--- src/rtl/forward_hazard_unit.sv ---
// Operand-forwarding select generator and load-use hazard detector built on an EX/MEM/WB
// destination-tag pipeline. Optional performance counters are enabled by FWD_PERF_CNT_EN.
module forward_hazard_unit #(
  parameter int ADDR_W = 5,
  parameter int CNT_W  = 32
) (
  input  logic              clk,
  input  logic              rst,
  input  logic              id_valid,
  input  logic [ADDR_W-1:0] id_rs,
  input  logic [ADDR_W-1:0] id_rt,
  input  logic [ADDR_W-1:0] id_dest,
  input  logic              id_reg_write,
  input  logic              id_mem_read,
  input  logic              mem_busy,
  output logic [1:0]        forward_a,
  output logic [1:0]        forward_b,
  output logic              stall,
  output logic              freeze,
  output logic [CNT_W-1:0]  stall_count,
  output logic [CNT_W-1:0]  fwd_count
);

  localparam logic [1:0] SEL_IDEX  = 2'd0;
  localparam logic [1:0] SEL_WB    = 2'd1;
  localparam logic [1:0] SEL_EXMEM = 2'd2;

  typedef struct packed {
    logic              valid;
    logic [ADDR_W-1:0] dest;
    logic              reg_write;
    logic              mem_read;
  } tag_t;

  localparam tag_t TAG_EMPTY = '0;

  tag_t ex_tag_reg;
  tag_t mem_tag_reg;
  tag_t wb_tag_reg;
  tag_t id_tag;
  logic load_use;
  logic [1:0][ADDR_W-1:0] src;

  assign id_tag = '{valid: id_valid, dest: id_dest, reg_write: id_reg_write, mem_read: id_mem_read};
  assign src    = {id_rt, id_rs};

  // A load still in EX cannot supply its data yet: hold ID for one cycle.
  always_comb begin
    load_use = 1'b0;
    if (id_valid && ex_tag_reg.valid && ex_tag_reg.mem_read && ex_tag_reg.reg_write &&
        ex_tag_reg.dest != '0)
      load_use = (ex_tag_reg.dest == id_rs) || (ex_tag_reg.dest == id_rt);
  end

  assign stall  = load_use & ~mem_busy;
  assign freeze = mem_busy;

  always_ff @(posedge clk) begin
    if (rst) begin
      ex_tag_reg  <= TAG_EMPTY;
      mem_tag_reg <= TAG_EMPTY;
      wb_tag_reg  <= TAG_EMPTY;
    end else if (!mem_busy) begin
      ex_tag_reg  <= load_use ? TAG_EMPTY : id_tag;
      mem_tag_reg <= ex_tag_reg;
      wb_tag_reg  <= mem_tag_reg;
    end
  end

  // The WB tag only marks the retiring slot; forwarding never looks at it.
  logic unused_wb;
  assign unused_wb = ^wb_tag_reg;

  // One select per source operand: the EX producer (next in MEM) beats the MEM producer.
  for (genvar gi = 0; gi < 2; gi++) begin : g_src
    logic       hit_ex;
    logic       hit_mem;
    logic [1:0] sel_next;
    logic [1:0] sel_reg;

    assign hit_ex  = ex_tag_reg.valid && ex_tag_reg.reg_write &&
                     (ex_tag_reg.dest == src[gi]) && (src[gi] != '0);
    assign hit_mem = mem_tag_reg.valid && mem_tag_reg.reg_write &&
                     (mem_tag_reg.dest == src[gi]) && (src[gi] != '0);

    always_comb begin
      sel_next = SEL_IDEX;
      if (id_valid) begin
        if (hit_ex)
          sel_next = SEL_EXMEM;
        else if (hit_mem)
          sel_next = SEL_WB;
      end
    end

    always_ff @(posedge clk) begin
      if (rst)
        sel_reg <= SEL_IDEX;
      else if (!mem_busy)
        sel_reg <= load_use ? SEL_IDEX : sel_next;
    end
  end

  assign forward_a = g_src[0].sel_reg;
  assign forward_b = g_src[1].sel_reg;

`ifdef FWD_PERF_CNT_EN
  logic [CNT_W-1:0] stall_count_reg;
  logic [CNT_W-1:0] fwd_count_reg;
  logic [1:0]       fwd_inc;

  assign fwd_inc = 2'(g_src[0].sel_next != SEL_IDEX) + 2'(g_src[1].sel_next != SEL_IDEX);

  // A stall cycle registers zero selects, so the two counters never step together.
  always_ff @(posedge clk) begin
    if (rst) begin
      stall_count_reg <= '0;
      fwd_count_reg   <= '0;
    end else if (!mem_busy) begin
      if (load_use)
        stall_count_reg <= stall_count_reg + CNT_W'(1);
      else
        fwd_count_reg <= fwd_count_reg + CNT_W'(fwd_inc);
    end
  end

  assign stall_count = stall_count_reg;
  assign fwd_count   = fwd_count_reg;
`else
  assign stall_count = '0;
  assign fwd_count   = '0;
`endif

endmodule

--- config.mk ---
export PLATFORM = sky130hd
export DESIGN_NAME = forward_hazard_unit
export DESIGN_NICKNAME = d
export VERILOG_FILES = /design/src/rtl/forward_hazard_unit.sv
export SDC_FILE = /design/constraint.sdc
export NUM_CORES = 1
export LEC_CHECK = 0
export CORE_UTILIZATION = 25
export CTS_CLUSTER_DIAMETER = 100
export DETAILED_ROUTE_END_ITERATION = 6
export SKIP_CTS_REPAIR_TIMING = 1
export SLEW_MARGIN = 25
export SYNTH_ARGS = -nofsm -noshare
export SYNTH_HDL_FRONTEND = slang
export SYNTH_SLANG_ARGS = --single-unit
--- constraint.sdc ---
create_clock -name clk -period 1.5 [get_ports clk]
set_input_delay 0.15 -clock clk [delete_from_list [all_inputs] [get_ports clk]]
set_output_delay 0.15 -clock clk [all_outputs]
set_load 0.01 [all_outputs]
# [Word-level counts from Yosys, hierarchy flattened]
# Cells that the tools add are included.
[classes] reduce_logical=18 n_eq_ne=4 muxes=10 n_bitwise=2
[op_table] operator="5-bit == test" n=4
[op_table] operator="5-bit nonzero test" n=3
[op_table] operator="1-bit logical AND" n=14
[op_table] operator="2-bit two-way mux" n=6
[op_table] operator="8-bit two-way mux" n=1
[op_table] operator="1-bit two-way mux" n=3
[op_table] operator="1-bit AND" n=1
[op_table] operator="1-bit logical OR" n=1
[op_table] operator="1-bit inverter" n=1
[totals] regBits=19 inputBits=21 word_cells=43 output_inout_bits=70

# [Depth between registers and ports, before layout]
# Gate-level depths: netlist (run 1).
[logic_depth] depth_word=7 ltp_mapped=5 mapped_depth_nobuf=5

# [Least setup slack after synthesis (run 1)]
# No wires, ideal clock.
[synth_path] path_kind="register -> register" from="register ex_tag_reg[3] (netlist bit)" to="register ex_tag_reg[0] (netlist bit)" n_path_buf=0 t_arrival_ps=1464 required_ps=1366 setup_ps=134 path_slack_ps=-98 synth_period_minus_slack_ps=1598 stages_incl_launch_ff=6 path_cell_list="dfxtp_1 > nor2b_1 > a2111oi_4 > nand3_2 > a211oi_4 > nor3_1"
[synth_between] elab_chain_len=4 word_cells_on_any_way=7 classes_between="eq/ne: 2; mux: 2; reduce/logical: 3"
[synth_lines] item="start: declaration" line="37" source="tag_t ex_tag_reg;"
[synth_lines] item="start signal: assignment" line="64" source="ex_tag_reg <= load_use ? TAG_EMPTY : id_tag;"
[synth_lines] item="5-bit == test / 5-bit nonzero test (equally long branches)" line="52, 51"
[synth_lines] item="1-bit logical OR / 1-bit logical AND (equally long branches)" line="52, 50"
[synth_lines] item="1-bit two-way mux (*)" line="50" source="if (id_valid && ex_tag_reg.valid && ex_tag_reg.mem_read && ex_tag_reg.reg_write &&"
[synth_lines] item="8-bit two-way mux (*)" line="64"
# Every way passes the cells marked *; elsewhere a longest branch is shown, timed or not.
# A chain may end at the register's enable or synchronous reset.

# [Worst setup path after layout (run 1)]
[layout_path] from="register ex_tag_reg[2] (netlist bit)" to="output port stall"
[layout_between] elab_chain_len=4 word_cells_on_any_way=7 classes_between="eq/ne: 2; mux: 1; bitwise: 1; reduce/logical: 3"
[layout_lines] item="5-bit == test / 5-bit nonzero test (equally long branches)" line="52, 51"
[layout_lines] item="1-bit logical OR / 1-bit logical AND (equally long branches)" line="52, 50"
[layout_lines] item="1-bit two-way mux (*)" line="50"
[layout_lines] item="1-bit AND (*)" line="55" source="assign stall = load_use & ~mem_busy;"
[layout_lines] item="end: declaration" line="18" source="output logic stall,"
# Marks and branches as above.

==> metrics.txt, run 1 <==
Die W 80.49 um; Largest register FFs 8; Synth Instances 179; met2 GRT Util 17.37%; PortBufs 26; total global routing overflow 0; wirelength, routed 3182 um; maximum VDD drop 0.0002592 V; critical path peak fanout 6; Seq/Total Area, Yosys 24.70%; H-Tree Depth 1; clock skew 0.002754 ns; Inserted Clock Buffers 3; top cell type's share of synthesized area 31.68%; Final Net Count 257; crit path time final 1.889 ns; required time of the critical path 1.35 ns; CTS tree yes; setup TNS -3.341 ns; core area 0.005921 mm^2; DR pass1 iterations 4; 1st-iter DRT viols 32; Max Root-Sink Buffers 2; clock root buffer master clkbuf_8; HP Class flop to flop; DR WL/cell 10.26 um; area grow syn2layout 30.30%; Final Setup Violations 13; Internal 0.8759 mW; Top-Level Pins 91; register bit total from synthesis 19; drt drc 0; fraction of registers with async set/reset 0%; Synth area leaders buf_4 (32%), dfxtp_1 (25%), mux2i_1 (9.1%), xor2_1 (7.4%), nor3_1 (3.9%); Clock Latency Late Sink 0.26 ns; grt met1 use 12.73%; largest net degree at the start of global routing 15; Vias/cell 3.819; RSZ-0062 raised after global routing yes; Crit. End Element output pin; sw power 0.3901 mW; Cell Rows 28; Routed Antenna Nets 0; Switching Fraction 30.82%; Achievable Freq 529.5 MHz; initial core utilization 26.01%; status finished, violations left; first-pass GRT wire length 5071 um; DP HPWL 2621 um; initial antenna violation count 0; Hold Violations, Final 0; setup slack at placement -0.7565 ns; vias in the first global route 1027; post-synthesis cell type count 29; CTS Sinks 19; combinational fraction of design power 28.1%; Placer Congestion 0.8138; crit path kind flop to output pin; WP data arrival 1.74 ns; busiest grt layer met2; MaxCap Viol Count 0; post-synth top area cell buf_4; Final WS setup -0.3887 ns; CP startpoint kind flop; Power Density 630.8 mW/mm^2; sequential share of power 43.1%; Worst-path clk slew 0.07 ns; n_diodes 0; Clock power frac 28.8%; Final period util 125.9%; final core utilization 33.90%; violated checks setup timing; number of enable flip-flop cells after synthesis 0; fillcell total 616; Syn Std Cell Area 0.001540 mm^2; overall power 1.266 mW; Lkg Pwr 0.9174 nW; total number of vias 1184; GRT met3 Usage 2.159%; Synth Warn # 0; hold_ws 0.4543 ns; overall die height 80.49 um; share of post-route cells with drive strength above 1 24.26%; die area 0.006479 mm^2; Tot GR Track Use 10.22%; Slew Viols, Final 0; Primary FF master, synth dfxtp_1; Mean Syn Cell Area 8.605 um^2
[cell usage after synthesis, types with 2 or more instances]
| master | instances |
|---|---|
| dfxtp_1 | 19 |
| clkbuf_1 | 2 |
| nor2b_1 | 3 |
| mux2i_1 | 14 |
| nor3_1 | 12 |
| nor2_1 | 11 |
| inv_1 | 2 |
| nand2b_1 | 2 |
| nand2_1 | 9 |
| xor2_1 | 13 |
| buf_4 | 65 |
| nand3_1 | 2 |
| o31ai_1 | 4 |
| xnor2_1 | 3 |
| nand4_1 | 4 |
[power groups by stage]
stage,Combinational [mW],Sequential [mW],Clock (mW)
floorplan,0.309,0.552,0
global placement,0.323,0.556,0
detailed placement,0.326,0.557,0
CTS,0.328,0.545,0.374
global route,0.394,0.549,0.408
finish,0.356,0.545,0.364
[metal layers]
| layer | share of wire, % | wire length (um) |
|---|---|---|
| met3 | 5.7 | 182 |
| met5 | 0 | 0 |
| met1 | 41 | 1304 |
| met4 | 0.79 | 25 |
| met2 | 52 | 1669 |
[cells in the final DEF (no fill, tap or decap), drive strengths merged, types with 2 or more instances in the layout]
| cell type | count |
|---|---|
| nor2 | 11 |
| nor2b | 3 |
| xor2 | 13 |
| mux2i | 14 |
| inv | 2 |
| nand2b | 2 |
| conb | 64 |
| clkdlybuf4s50 | 24 |
| buf | 32 |
| nand2 | 9 |
| nand3 | 3 |
| clkbuf | 3 |
| nor3 | 12 |
| o31ai | 4 |
| nand4 | 4 |
| xnor2 | 3 |
| dfxtp | 19 |
[layout make-up]
cell class                      count  area [um^2]  share of cell area [%]
Multi-Input combinational cell    153        969.7                   48.32
Timing Repair Buffer               57        501.7                   25.00
Sequential cell                    19        387.9                   19.33
Tap cell                           75        93.84                   4.676
Clock buffer                        3        41.29                   2.057
Inverter                            2        7.507                  0.3741
Clock inverter                      1        5.005                  0.2494
[stage by stage]
stage | instance area [um^2] | cells
6_report | 2007 | 310
5_1_grt | 2007 | 310
4_1_cts | 1889 | 306
3_5_place_dp | 1843 | 302
3_3_place_gp | 1843 | 302
2_1_floorplan | 1787 | 242
[worst max-delay path: stages, from the launching register on]
cell and delay (ns):
dfxtp_4 0.38, buf_6 0.11, or4_4 0.52, o2111ai_4 0.26, a211oi_4 0.06, buf_2 0.15
[worst paths after layout]
| check | cells past startpoint | slack (ns) | endpoint | from |
|---|---|---|---|---|
| worst max-delay path | 5 | -0.39 | stall | ex_tag_reg[2] |
| worst min register to register | 2 | 0.45 | forward_a[0] | forward_a[0] |
| worst max register to register | 7 | -0.28 | ex_tag_reg[2] | ex_tag_reg[2] |
| worst min-delay path | 2 | 0.45 | forward_a[0] | forward_a[0] |
[cells by family (layout without fill, tap and decap cells)]
group                  count (synthesis)  count (layout)  synth area share [%]
AO/OA/AOI/OAI                         10              10                 7.636
XOR/XNOR                              16              16                 9.099
buffers and inverters                 70              63                 32.98
flip-flops                            19              19                 24.70
multiplexers                          14              14                 9.098
other                                  1              64                0.2435
AND/OR/NAND/NOR                       49              49                 16.25
Power figures use the tool's default switching activity.
==> inputs of run 2 (changes only) <==
- CORE_UTILIZATION: 25 -> 34
- GPL_TIMING_DRIVEN: not set -> 0
- PLACE_DENSITY: not set -> 0.77
==> metrics.txt, run 2 (same netlist as run 1, synthesis figures left out) <==
Final Setup Violations 13 (unchanged); Tot GR Track Use 11.70% (+1.5 points); clock skew 0.006843 ns (+0.004089 ns); Worst Setup EP stall; WP data arrival 1.87 ns (+0.13 ns); maximum VDD drop 0.0004695 V (+81%); Slew Viols, Final 0 (unchanged); n_diodes 0 (unchanged); Crit. End Element output pin; hold_ws 0.4354 ns (-0.01890 ns); Final Net Count 298 (+16%); crit path kind flop to output pin; Final period util 134.4% (+8.5 points); HP Class input port to flop; Internal 0.9376 mW (+7.0%); CTS Sinks 19 (unchanged); Hold Violations, Final 0 (unchanged); crit path time final 2.016 ns (+0.1272 ns); commonest cells after routing, fill and taps aside buf_4 (70), conb_1 (64), clkdlybuf4s50_1 (23); RSZ-0062 raised after global routing yes; MaxCap Viol Count 0 (unchanged); drt drc 0 (unchanged); violated checks setup timing; H-Tree Depth 1 (unchanged); sequential share of power 41.8% (-1.3 points); FF+latch area 387.9 um^2 (unchanged); PortBufs 25 (-3.8%); Power Density 597.4 mW/mm^2 (-5.3%); critical path peak fanout 6 (unchanged); Clock Latency Late Sink 0.26 ns (about the same); area grow syn2layout 42.97%; Final WS setup -0.5159 ns (-0.1272 ns); CTS tree yes; status finished, violations left; required time of the critical path 1.35 ns (about the same); non-filler cells, final 328 (+5.8%); setup slack at placement -1.068 ns (-0.3118 ns); share of post-route cells with drive strength above 1 32.25% (+8.0 points); Die W 69.31 um (-14%); overall die height 69.31 um (-14%); Clock power frac 27.0% (-1.8 points); Switching Fraction 28.74% (-2.1 points); RR Endpoint ex_tag_reg[3]; CP startpoint kind flop; total global routing overflow 0 (unchanged); overall power 1.316 mW (+3.9%); 1st-iter DRT viols 30 (-6.3%); Placer Congestion 0.8068 (-0.86%); RR Startpoint ex_tag_reg[3]; Routed Antenna Nets 0 (unchanged); DR WL/cell 9.131 um (-11%); Cell Rows 24 (-14%); wirelength, routed 2995 um (-5.9%); DR pass1 iterations 4 (unchanged); area of the multi-input gates 910.9 um^2 (-6.1%); placed cells 319 (+5.6%); Top-Level Pins 91 (unchanged); clock root buffer master clkbuf_8; fillcell total 415 (-33%); Achievable Freq 496.1 MHz (-6.3%); R2R depth 6 (-1); total number of vias 1252 (+5.7%); die area 0.004803 mm^2 (-26%); Worst-path clk slew 0.06 ns (about the same); Inserted Clock Buffers 3 (unchanged); Worst Setup SP ex_tag_reg[3]; vias in the first global route 1059 (+3.1%); Lkg Pwr 1.136 nW (+24%); most common cell after layout, fill and taps aside buf_4; initial antenna violation count 0 (unchanged); Max-slew headroom 64.47%; combinational fraction of design power 31.2% (+3.1 points); first-pass GRT wire length 4657 um (-8.2%); largest net degree at the start of global routing 11 (-4); Largest register FFs 8 (unchanged); Least-Margin Pin Slew 0.5330 ns; Max Root-Sink Buffers 2 (unchanged); sw power 0.3780 mW (-3.1%); initial core utilization 35.37% (+9.4 points); core area 0.004354 mm^2 (-26%); Vias/cell 3.817 (about the same); r2r setup slk -0.26 ns (+0.02 ns)
[run 2: layout make-up]
| type | instances | share of cell area, % |
|---|---|---|
| multi-input cells | 153 | 41.36 |
| repair buffers | 30 | 12.95 |
| well taps | 52 | 2.955 |
| flip-flops and latches | 19 | 17.61 |
| inverters | 2 | 0.3409 |
| clock buffers | 4 | 2.045 |
| plain buffers | 68 | 22.73 |
[run 2: power groups by stage]
stage / Clock, mW / Combinational (mW) / Sequential, mW
final: 0.355 / 0.410 / 0.550
after global routing: 0.390 / 0.447 / 0.552
after CTS: 0.361 / 0.395 / 0.549
after detailed placement: 0 / 0.394 / 0.560
after global placement: 0 / 0.389 / 0.560
after floorplan: 0 / 0.309 / 0.552
[run 2: metal layers]
metal | part of all wire, % | wire [um] | GRT usage, % | vias to the layer above
met1 | 42 | 1272 | 13.95 | 531
met3 | 8.5 | 255 | 3.634 | 4
li1 | - | - | - | 658
met4 | 1.3 | 38 | 4.082 | 0
met2 | 48 | 1429 | 19.74 | 59
met5 | 0 | 0 | 0 | -
[run 2: worst min-delay path by stage]
stage                       from            end  cells past startpoint
finish                  mem_busy  ex_tag_reg[4]                      3
global route            mem_busy  ex_tag_reg[1]                      3
CTS                     mem_busy  ex_tag_reg[4]                      3
detailed placement  forward_a[0]   forward_a[0]                      2
global placement    forward_b[1]   forward_b[1]                      2
floorplan                    rst  ex_tag_reg[4]                      1
[run 2: per-stage QoR]
stage               instance area, um^2  setup TNS [ns]  util (%)
floorplan                          1787         -0.2013         -
finish                             2202          -2.975     50.57
global placement                   2102          -6.095     48.28
CTS                                2147          -3.598     49.31
global route                       2202          -3.942     50.57
detailed placement                 2102          -6.681     48.28
[run 2: critical path, stage by stage, from the launching register on]
cell       delay (ns)
dfxtp_4          0.37
nor2b_4          0.13
a2111oi_4        0.36
nand3_2          0.18
a211oi_4         0.37
buf_2            0.19
